## config.mk

```make
export PLATFORM = sky130hd
export DESIGN_NAME = codec_serdes
export DESIGN_NICKNAME = d
export VERILOG_FILES = /design/src/rtl/codec_pkg.sv /design/src/rtl/codec_frame_counter.sv /design/src/rtl/codec_serdes.sv
export SDC_FILE = /design/constraint.sdc
export NUM_CORES = 1
export LEC_CHECK = 0
export CAP_MARGIN = 30
export CORE_AREA = 5 5 104 106
export DETAILED_ROUTE_END_ITERATION = 6
export DIE_AREA = 0 0 109 111
export GPL_TIMING_DRIVEN = 0
export HOLD_SLACK_MARGIN = 0.02
export PLACE_DENSITY = 0.61
export SKIP_LAST_GASP = 1
export SLEW_MARGIN = 5
export SYNTH_ARGS = -nofsm -noshare
export SYNTH_HDL_FRONTEND = slang
export SYNTH_HIERARCHICAL = 1
export SYNTH_SLANG_ARGS = --single-unit
```

## constraint.sdc

```tcl
create_clock -name clk -period 7.64 [get_ports clk]
set_input_delay 0.764 -clock clk [delete_from_list [all_inputs] [get_ports clk]]
set_output_delay 0.764 -clock clk [all_outputs]
set_load 0.02 [all_outputs]
```

## src/rtl/codec_pkg.sv

```systemverilog
// Shared constants and helpers for the codec serial interface.
package codec_pkg;

    localparam int SAMPLE_W       = 16;
    localparam int SAMPLE_DIV_DEF = 256;
    localparam int BCLK_DIV_DEF   = 4;

    typedef enum logic {
        CH_LEFT  = 1'b0,
        CH_RIGHT = 1'b1
    } channel_e;

    // Average of two signed samples, rounded toward minus infinity.
    function automatic logic [SAMPLE_W-1:0] mixSamples(input logic [SAMPLE_W-1:0] a,
                                                       input logic [SAMPLE_W-1:0] b);
        logic [SAMPLE_W:0] sum;
        sum = {a[SAMPLE_W-1], a} + {b[SAMPLE_W-1], b};
        return sum[SAMPLE_W:1];
    endfunction

endpackage

```

## src/rtl/codec_frame_counter.sv

```systemverilog
// Frame position counter: tracks cnt, half-frame offset, slot and BCLK phase,
// and registers the bclk/lrck decodes. The *Next_o outputs describe the cnt being entered.
module codec_frame_counter
    import codec_pkg::*;
#(
    parameter int SAMPLE_DIV = SAMPLE_DIV_DEF,
    parameter int BCLK_DIV   = BCLK_DIV_DEF,
    parameter int CNT_W      = $clog2(SAMPLE_DIV),
    parameter int OFF_W      = $clog2(SAMPLE_DIV / 2),
    parameter int SLOT_W     = $clog2(SAMPLE_DIV / 2 / BCLK_DIV),
    parameter int PH_W       = $clog2(BCLK_DIV)
) (
    input  logic              clk,
    input  logic              rst_n,
    output logic [CNT_W-1:0]  cntNext_o,
    output logic [OFF_W-1:0]  offNext_o,
    output logic [SLOT_W-1:0] slotNext_o,
    output logic [PH_W-1:0]   phaseNext_o,
    output channel_e          chanNext_o,
    output logic              bclk_o,
    output logic              lrck_o
);

    localparam int H = SAMPLE_DIV / 2;

    logic [CNT_W-1:0]  cnt_q,   cnt_d;
    logic [OFF_W-1:0]  off_q,   off_d;
    logic [SLOT_W-1:0] slot_q,  slot_d;
    logic [PH_W-1:0]   phase_q, phase_d;
    logic              half_q,  half_d;
    logic              bclk_q,  bclk_d;
    logic              frameWrap, halfWrap, phaseWrap;

    // Slot and phase advance incrementally so non-power-of-two dividers need no division.
    always_comb begin
        frameWrap = (cnt_q == CNT_W'(SAMPLE_DIV - 1));
        halfWrap  = (off_q == OFF_W'(H - 1));
        phaseWrap = (phase_q == PH_W'(BCLK_DIV - 1));
        cnt_d     = frameWrap ? '0 : cnt_q + 1'b1;
        off_d     = halfWrap ? '0 : off_q + 1'b1;
        phase_d   = phaseWrap ? '0 : phase_q + 1'b1;
        slot_d    = slot_q;
        if (halfWrap) begin
            slot_d = '0;
        end else if (phaseWrap) begin
            slot_d = slot_q + 1'b1;
        end
        half_d = half_q;
        if (frameWrap) begin
            half_d = 1'b0;
        end else if (halfWrap) begin
            half_d = 1'b1;
        end
        bclk_d = (phase_d >= PH_W'(BCLK_DIV / 2));
    end

    always_ff @(posedge clk or negedge rst_n) begin
        if (!rst_n) begin
            cnt_q   <= '0;
            off_q   <= '0;
            slot_q  <= '0;
            phase_q <= '0;
            half_q  <= 1'b0;
            bclk_q  <= 1'b0;
        end else begin
            cnt_q   <= cnt_d;
            off_q   <= off_d;
            slot_q  <= slot_d;
            phase_q <= phase_d;
            half_q  <= half_d;
            bclk_q  <= bclk_d;
        end
    end

    assign cntNext_o   = cnt_d;
    assign offNext_o   = off_d;
    assign slotNext_o  = slot_d;
    assign phaseNext_o = phase_d;
    assign chanNext_o  = channel_e'(half_d);
    assign bclk_o      = bclk_q;
    assign lrck_o      = half_q;

endmodule

```

## src/rtl/codec_serdes.sv

```systemverilog
// I2S serial interface to the audio codec: ADC capture, DAC serialization, DSP handshake.
// Define CODEC_MONO_MIX_EN to output the left/right average instead of the right word.
module codec_serdes
    import codec_pkg::*;
#(
    parameter int SAMPLE_DIV = SAMPLE_DIV_DEF,
    parameter int BCLK_DIV   = BCLK_DIV_DEF
) (
    input  logic                clk,
    input  logic                reset,
    input  logic                adc_dat,
    input  logic [SAMPLE_W-1:0] audio_input,
    output logic                bclk,
    output logic                lrck,
    output logic                dac_dat,
    output logic [SAMPLE_W-1:0] audio_output,
    output logic                sample_end,
    output logic                sample_req
);

    localparam int CNT_W  = $clog2(SAMPLE_DIV);
    localparam int OFF_W  = $clog2(SAMPLE_DIV / 2);
    localparam int SLOT_W = $clog2(SAMPLE_DIV / 2 / BCLK_DIV);
    localparam int PH_W   = $clog2(BCLK_DIV);
    // Capture one clk after the BCLK rising edge; with BCLK_DIV = 2 that spills into the next slot.
    localparam int CAP_P  = (BCLK_DIV / 2 + 1) % BCLK_DIV;
    localparam int CAP_S0 = 1 + (BCLK_DIV / 2 + 1) / BCLK_DIV;
    localparam int CAP_SL = CAP_S0 + SAMPLE_W - 1;

    logic [CNT_W-1:0]    cntNext;
    logic [OFF_W-1:0]    offNext;
    logic [SLOT_W-1:0]   slotNext;
    logic [PH_W-1:0]     phaseNext;
    channel_e            chanNext;

    logic [SAMPLE_W-1:0] adcSh_q,     adcSh_d;
    logic                lastBit_q,   lastBit_d;
    channel_e            lastChan_q,  lastChan_d;
    logic                sampleEnd_q, sampleEnd_d;
    logic [SAMPLE_W-1:0] audioOut_q,  audioOut_d;
    logic                sampleReq_q, sampleReq_d;
    logic [SAMPLE_W-1:0] dac_q,       dac_d;
    logic [SAMPLE_W-1:0] dacSh_q,     dacSh_d;
    logic                dacDat_q,    dacDat_d;
    logic                capture, dacBitSlot;
    logic [SAMPLE_W-1:0] mixed;
`ifdef CODEC_MONO_MIX_EN
    logic [SAMPLE_W-1:0] left_q, left_d;
`endif

    codec_frame_counter #(
        .SAMPLE_DIV (SAMPLE_DIV),
        .BCLK_DIV   (BCLK_DIV),
        .CNT_W      (CNT_W),
        .OFF_W      (OFF_W),
        .SLOT_W     (SLOT_W),
        .PH_W       (PH_W)
    ) u_frame (
        .clk         (clk),
        .rst_n       (reset),
        .cntNext_o   (cntNext),
        .offNext_o   (offNext),
        .slotNext_o  (slotNext),
        .phaseNext_o (phaseNext),
        .chanNext_o  (chanNext),
        .bclk_o      (bclk),
        .lrck_o      (lrck)
    );

    // Every decision keys off the cnt being entered so registered outputs line up with cnt.
    always_comb begin
        capture     = (phaseNext == PH_W'(CAP_P)) &&
                      (slotNext >= SLOT_W'(CAP_S0)) && (slotNext <= SLOT_W'(CAP_SL));
        dacBitSlot  = (phaseNext == '0) &&
                      (slotNext >= SLOT_W'(1)) && (slotNext <= SLOT_W'(SAMPLE_W));
        adcSh_d     = capture ? {adcSh_q[SAMPLE_W-2:0], adc_dat} : adcSh_q;
        lastBit_d   = capture && (slotNext == SLOT_W'(CAP_SL));
        lastChan_d  = chanNext;
        sampleEnd_d = lastBit_q && (lastChan_q == CH_RIGHT);
`ifdef CODEC_MONO_MIX_EN
        left_d      = (lastBit_q && (lastChan_q == CH_LEFT)) ? adcSh_q : left_q;
        mixed       = mixSamples(left_q, adcSh_q);
`else
        mixed       = adcSh_q;
`endif
        audioOut_d  = sampleEnd_d ? mixed : audioOut_q;
        sampleReq_d = (cntNext == CNT_W'(SAMPLE_DIV - 2));
        dac_d       = (cntNext == CNT_W'(SAMPLE_DIV - 1)) ? audio_input : dac_q;
        dacSh_d     = dacSh_q;
        if (offNext == '0) begin
            dacSh_d = dac_q;
        end else if (dacBitSlot) begin
            dacSh_d = {dacSh_q[SAMPLE_W-2:0], 1'b0};
        end
        dacDat_d    = (phaseNext == '0) ? (dacBitSlot & dacSh_q[SAMPLE_W-1]) : dacDat_q;
    end

    always_ff @(posedge clk or negedge reset) begin
        if (!reset) begin
            adcSh_q     <= '0;
            lastBit_q   <= 1'b0;
            lastChan_q  <= CH_LEFT;
            sampleEnd_q <= 1'b0;
            audioOut_q  <= '0;
            sampleReq_q <= 1'b0;
            dac_q       <= '0;
            dacSh_q     <= '0;
            dacDat_q    <= 1'b0;
        end else begin
            adcSh_q     <= adcSh_d;
            lastBit_q   <= lastBit_d;
            lastChan_q  <= lastChan_d;
            sampleEnd_q <= sampleEnd_d;
            audioOut_q  <= audioOut_d;
            sampleReq_q <= sampleReq_d;
            dac_q       <= dac_d;
            dacSh_q     <= dacSh_d;
            dacDat_q    <= dacDat_d;
        end
    end

`ifdef CODEC_MONO_MIX_EN
    always_ff @(posedge clk or negedge reset) begin
        if (!reset) begin
            left_q <= '0;
        end else begin
            left_q <= left_d;
        end
    end
`endif

    assign dac_dat      = dacDat_q;
    assign audio_output = audioOut_q;
    assign sample_end   = sampleEnd_q;
    assign sample_req   = sampleReq_q;

endmodule

```

==> metrics.cfg, run 1 <==
[worst_setup_path]
worst_ep_arrival_time_ns = 3.19
required_ns = 7.88
setup.worst_path.end_class = register
worst_setup_path_type = register to register
timing.critical_path.fanout_max = 10
crit_path_start_kind = register

[synthesis]
postSynth.topFlopCell = dfrtp_1
synth-edff-count = 0
number_of_synthesized_register_bits = 92
synthesis.area_per_instance_um2 = 14.9
post_synth_instance_area_mm2 = 0.00381
ys_async_sr_fraction_pct = 100
ys_seq_area_share_pct = 60.4
post_synthesis_cell_type_count = 37
netlist_instances = 256
yosys_warnings = 6
synthesis.nets = 279

[clocking]
post_cts_buffers = 0
h-tree-depth = 3
worstSkewPairLatency_ns = 0.35
root_buffer = clkbuf_8
cts-hold-fix-buffers = 0
cts_tree = built
number_of_sinks_on_the_clock_net = 92
tritoncts_buffers = 9
cts.repair.resized = 0
cts.reportedPaths.clkPinSlew_ns = 0.10
cts_max_path_bufs = 2

[pwr]
power_density_mw_per_mm2 = 178
max-vdd-ir-drop_v = 0.000117
total_leakage_power_uw = 0.00214

[min_path]
hold_path_class = input pin to asynchronous set/reset pin

[sta]
timing.final.setup_violations = 0
grt_setup_unrepaired = false
tightest_slew_ns = 0.655
post_route_skew_ns = 0.0147
maxSlewHeadroom_pct = 56.1
slew_viol_final = 0
tns_ns = 0
timing.final.hold_violations = 0
timing.fmax_mhz = 339
final.min_clock_period_ns = 2.95
min_period_over_period_pct = 38.6

[run_status]
outcome = completed

[floorplan]
total_core_area_mm2 = 0.00968
boundaryPins = 40
die_area_mm2 = 0.0121
fp.dieH_um = 111
std_cell_rows = 36
die_width_um = 109
initial_core_util_pct = 39.3

[cells_and_area]
finalCoreUtilization_pct = 47.3
syn2layout_area_growth_pct = 20.2
layout-drive-gt1-share_pct = 35.6
diodes = 0
final_design_area_no_fill_mm2 = 0.00458
nNetsFinal = 330

[global_routing]
groute.usage.overall_pct = 11.2
grt_max_degree = 50
gr-total-overflow = 0
antenna_found_initial = 0
grt_first_pass_wirelength_um = 10900
vias_in_the_first_global_route = 2296

[flow_run]
max_cap_viol_count = 0

[drt]
drt-initial-drc-count = 39
post-route-drc-count = 0
routed_wirelength_um = 6090
drt_pass1_iterations = 3
total_via_count_in_the_routed_design = 2133
routedWlPerCell_um = 13.7
ant_nets = 0
avgViaCountPerCell = 4.79

[placed_design]
place.gp.congestion = 0.736
postPlaceCellArea_mm2 = 0.00439
portBuffers = 39
dp.final_hpwl_um = 4250

## cell families (layout without fill, tap and decap cells)
group	after synthesis	in the layout	share of synthesized area (%)
muxes	79	79	24.3
AOI/OAI and AO/OA	12	12	2.33
adders and majority gates	4	4	1.31
and+or+nand+nor	47	47	6.93
xor gates and xnor gates	13	13	3.19
DFF	92	92	60.4
buffers and inverters	9	65	1.48
## worst max-delay path, cell delays in order (launching register included)
cell and delay (ns):
dfrtp_1 0.37, ha_1 0.18, nand3_1 0.15, nor2_2 0.37, nor2_1 0.17, nor4_4 0.36
xor2_2 0.16, o31ai_2 0.50, buf_6 0.26, mux2_4 0.31
## cell usage after synthesis (all sizes together), types with 2 or more instances
master	instances	area [um2]
nor3	3	20.0
o21ai	4	20.0
xor2	9	86.3
nor2	15	61.3
mux2	78	916
nor4	2	33.8
buf	6	45.0
xnor2	4	35.0
nand2	10	40.0
inv	2	7.51
ha	4	50.1
nand4	3	18.8
o31ai	2	20.0
nand3	9	45.0
dfrtp	92	2300
and4	3	31.3
## layout by cell type, fill, tap and decap left out, drive strengths merged, types with 3 or more instances in the layout
cell type / instances
mux2: 78
xnor2: 4
and4: 3
clkdlybuf4s50: 38
nand4: 3
ha: 4
nand3: 9
nor2: 15
xor2: 9
inv: 3
o21ai: 4
nand2: 10
clkinv: 4
clkbuf: 10
buf: 8
dfrtp: 92
nor3: 3
## report_power, final
group	switching, uW	leakage [uW]	internal (uW)
registers	2.05	0.00122	489
logic	10.9	0.000837	11.4
clock network	177	0.0000886	123
## area by class of cell
class                      instances  area, um2
buffer                             7       48.8
clock buffer                       9        124
clock inverter                     7       62.6
fill                             869       5110
inverter                           2       7.51
multi-input combinational        155       1450
sequential                        92       2300
tap                              133        166
timing repair buffer              40        415
## per-stage QoR
stage	hold WS, ns	setup WS (ns)	power [uW]	std cells
after floorplan	0.455	5.04	503	256
after global placement	0.469	2.42	523	428
after detailed placement	0.481	4.61	525	429
after CTS	0.392	4.62	829	445
after global routing	0.408	4.44	855	445
final	0.385	4.69	814	445
## per-layer routing
metal / vias to the layer above / share of wire [%] / GRT usage [%] / wire (um)
met5: - / 0 / 0 / 0
met4: 0 / 0.95 / 2.78 / 58
met3: 4 / 4.6 / 3.90 / 283
met2: 38 / 48 / 17.7 / 2950
met1: 1080 / 46 / 14.8 / 2800
li1: 1011 / - / - / -
## path summary, 6_finish.rpt
path / slack (ns) / startpoint / endpoint / cells after the start
hold / removal: 0.39 / reset / sample_end / 1
max in group asynchronous: 6.61 / reset / u_frame/off_q[0] / 2
hold reg to reg: 0.49 / u_frame/off_q[0] / u_frame/off_q[0] / 1
setup reg to reg: 4.69 / u_frame/off_q[0] / dacSh_q[7] / 9
min in group clk: 0.49 / u_frame/off_q[0] / u_frame/off_q[0] / 1
setup / recovery: 4.69 / u_frame/off_q[0] / dacSh_q[7] / 9
## sequential cells by signal, indices dropped and copies added (netlist names)
name	flops
adcSh_q	16
dac_q	16
lastChan_q	1
lastBit_q	1
u_frame/bclk_o	1
sample_req	1
u_frame/cnt_q	8
u_frame/slot_q	5
dac_dat	1
sample_end	1
dacSh_q	16
u_frame/off_q	7
u_frame/lrck_o	1
u_frame/phase_q	1
audio_output	16
No activity file was read; power rests on OpenSTA's default activity.
==> run 2, diff against run 1 <==
clock period = 3.07 ns   (was 7.64 ns; I/O delays follow)
==> run 2 against run 1 <==
Die area is the same. Largest cell class unchanged. Critical path depth is the same. Maximum frequency grew 5.2%. Non-clock buffer count grew 1. Register-to-register slack lost 4.4 ns. Global-route usage is essentially flat. Design area grew 0.52%. Highest routed layer unchanged. Worst setup slack lost 4.4 ns. Hold slack gained 0.091 ns. Utilization grew 0.25 points. Sequential power grew 150%.
==> metrics.cfg, run 2 (synthesized netlist as in run 1, its figures left out) <==
[worst_setup_path]
setup.worst_path.end_class = register
critical-path-slowest-cell = dfrtp_1
timing.critical_path.fanout_max = 10
worst_ep_arrival_time_ns = 3.04
required_ns = 3.31
ff2ff_setup_slack_ns = 0.27
rr_worst_depth = 9
worst_setup_path_type = register to register
critical_path.cell_chain = ha_1, nand3_1, nor2_2, nor2_1, nor4_4, xor2_2, o31ai_4, buf_6, mux2_4
cpPeakStageDelay_ns = 0.37
crit_path_start_kind = register

[pwr]
comb_power_share_pct = 2.8
power.switching_uw = 472
netSwitchingFraction_pct = 23.3
total_leakage_power_uw = 0.00215
power_density_mw_per_mm2 = 440
share_seq_of_total_power_pct = 60.4
power_report.internal_total_uw = 1550
power.share.clock_pct = 36.8
max-vdd-ir-drop_v = 0.000292

[clocking]
h-tree-depth = 3
cts_max_path_bufs = 2
cts.reportedPaths.clkPinSlew_ns = 0.10
root_buffer = clkbuf_8
worstSkewPairLatency_ns = 0.35
tritoncts_buffers = 9
number_of_sinks_on_the_clock_net = 92
cts_tree = built

[floorplan]
total_core_area_mm2 = 0.00968
die_width_um = 109
die_area_mm2 = 0.0121
fp.dieH_um = 111
boundaryPins = 40
initial_core_util_pct = 39.3
std_cell_rows = 36

[sta]
slew_viol_final = 0
grt_setup_unrepaired = false
timing.final.setup_violations = 0
timing.final.hold_violations = 0
maxSlewHeadroom_pct = 56.2
timing.fmax_mhz = 357
final.min_clock_period_ns = 2.80
tightest_slew_ns = 0.654
post_route_skew_ns = 0.0137
min_period_over_period_pct = 91.3
setup_slack_ns = 0.266

[placed_design]
dp.final_hpwl_um = 4250
place.gp.congestion = 0.736
portBuffers = 39
placement.setup.worst_slack_ns = 0.0402

[cells_and_area]
finalCoreUtilization_pct = 47.5
syn2layout_area_growth_pct = 20.8
mostFrequentLayoutCell = dfrtp_1
nNetsFinal = 331
layout-drive-gt1-share_pct = 35.5
diodes = 0
commonest_cells_after_routing_fill_and_taps_aside = 92 x dfrtp_1, 66 x mux2_2, 38 x clkdlybuf4s50_1

[drt]
total_via_count_in_the_routed_design = 2134
ant_nets = 0
drt_pass1_iterations = 3
routed_wirelength_um = 6090
post-route-drc-count = 0
routedWlPerCell_um = 13.7
avgViaCountPerCell = 4.78
drt-initial-drc-count = 40

[global_routing]
groute.usage.overall_pct = 11.2
grt_max_degree = 50
gr-total-overflow = 0
grt_first_pass_wirelength_um = 10900
antenna_found_initial = 0
vias_in_the_first_global_route = 2293

[flow_run]
max_cap_viol_count = 0

[min_path]
hold_path_class = input pin to asynchronous set/reset pin

[run_status]
outcome = completed

-- run 2: changes by cell type in the layout (fill, tap and decap cells not counted), sizes merged --
cell         before  now
dlygate4sd3       0    1
-- run 2: final timing paths --
| check | endpoint | from |
|---|---|---|
| setup / recovery | dacSh_q[7] | u_frame/off_q[0] |
| hold / removal | sample_end | reset |
| setup reg to reg | dacSh_q[7] | u_frame/off_q[0] |
| hold reg to reg | u_frame/off_q[0] | u_frame/off_q[0] |
| max in group asynchronous | u_frame/off_q[0] | reset |
| min in group clk | u_frame/off_q[0] | u_frame/off_q[0] |
-- run 2: worst max-delay path, delay by kind of cell, from the launching register on --
family                   cells  cell delay [ns]
AO/OA/AOI/OAI                1             0.37
XOR/XNOR                     1             0.19
adder cells (fa/ha/maj)      1             0.18
buffers and inverters        1             0.24
flip-flops                   1             0.37
multiplexers                 1             0.31
AND/OR/NAND/NOR              4             1.03
-- run 2: area by class of cell --
type,count,area (um2)
Multi-Input combinational cell,155,1460
Clock inverter,7,62.6
Sequential cell,92,2300
Inverter,2,7.51
Fill cell,867,5080
Buffer,7,48.8
Timing Repair Buffer,41,425
Tap cell,133,166
Clock buffer,9,124
-- run 2: routing by layer --
layer	vias to the layer above	track usage, %	wire length (um)
li1	1013	-	-
met1	1079	14.8	2780
met2	38	17.7	2970
met3	4	3.90	283
met4	0	2.78	58
met5	-	0	0
-- run 2: what timing repair did --
item,in CTS,in global routing
hold buffers,1,0
endpoints found under the setup margin,0,20
endpoints found under the hold margin,43,0
setup buffers,0,0
resized for setup,0,2
-- run 2: power groups by stage --
| stage | logic (uW) | registers (uW) | clock network (uW) |
|---|---|---|---|
| floorplan | 6.54 | 1250 | 0 |
| global placement | 53.5 | 1250 | 0 |
| detailed placement | 58.1 | 1250 | 0 |
| CTS | 59.5 | 1220 | 780 |
| global route | 65.0 | 1220 | 840 |
| finish | 56.7 | 1220 | 745 |
-- run 2: metrics by stage --
| step | hold slack (ns) | power, uW | std cells | area [um2] | setup TNS, ns |
|---|---|---|---|---|---|
| final | 0.477 | 2020 | 446 | 4600 | 0 |
| after floorplan | 0.0114 | 1250 | 256 | 3810 | 0 |
| after CTS | 0.487 | 2060 | 446 | 4590 | 0 |
| after global placement | 0.469 | 1300 | 428 | 4370 | -155.10 |
| after global routing | 0.504 | 2130 | 446 | 4600 | 0 |
| after detailed placement | 0.342 | 1310 | 429 | 4390 | 0 |
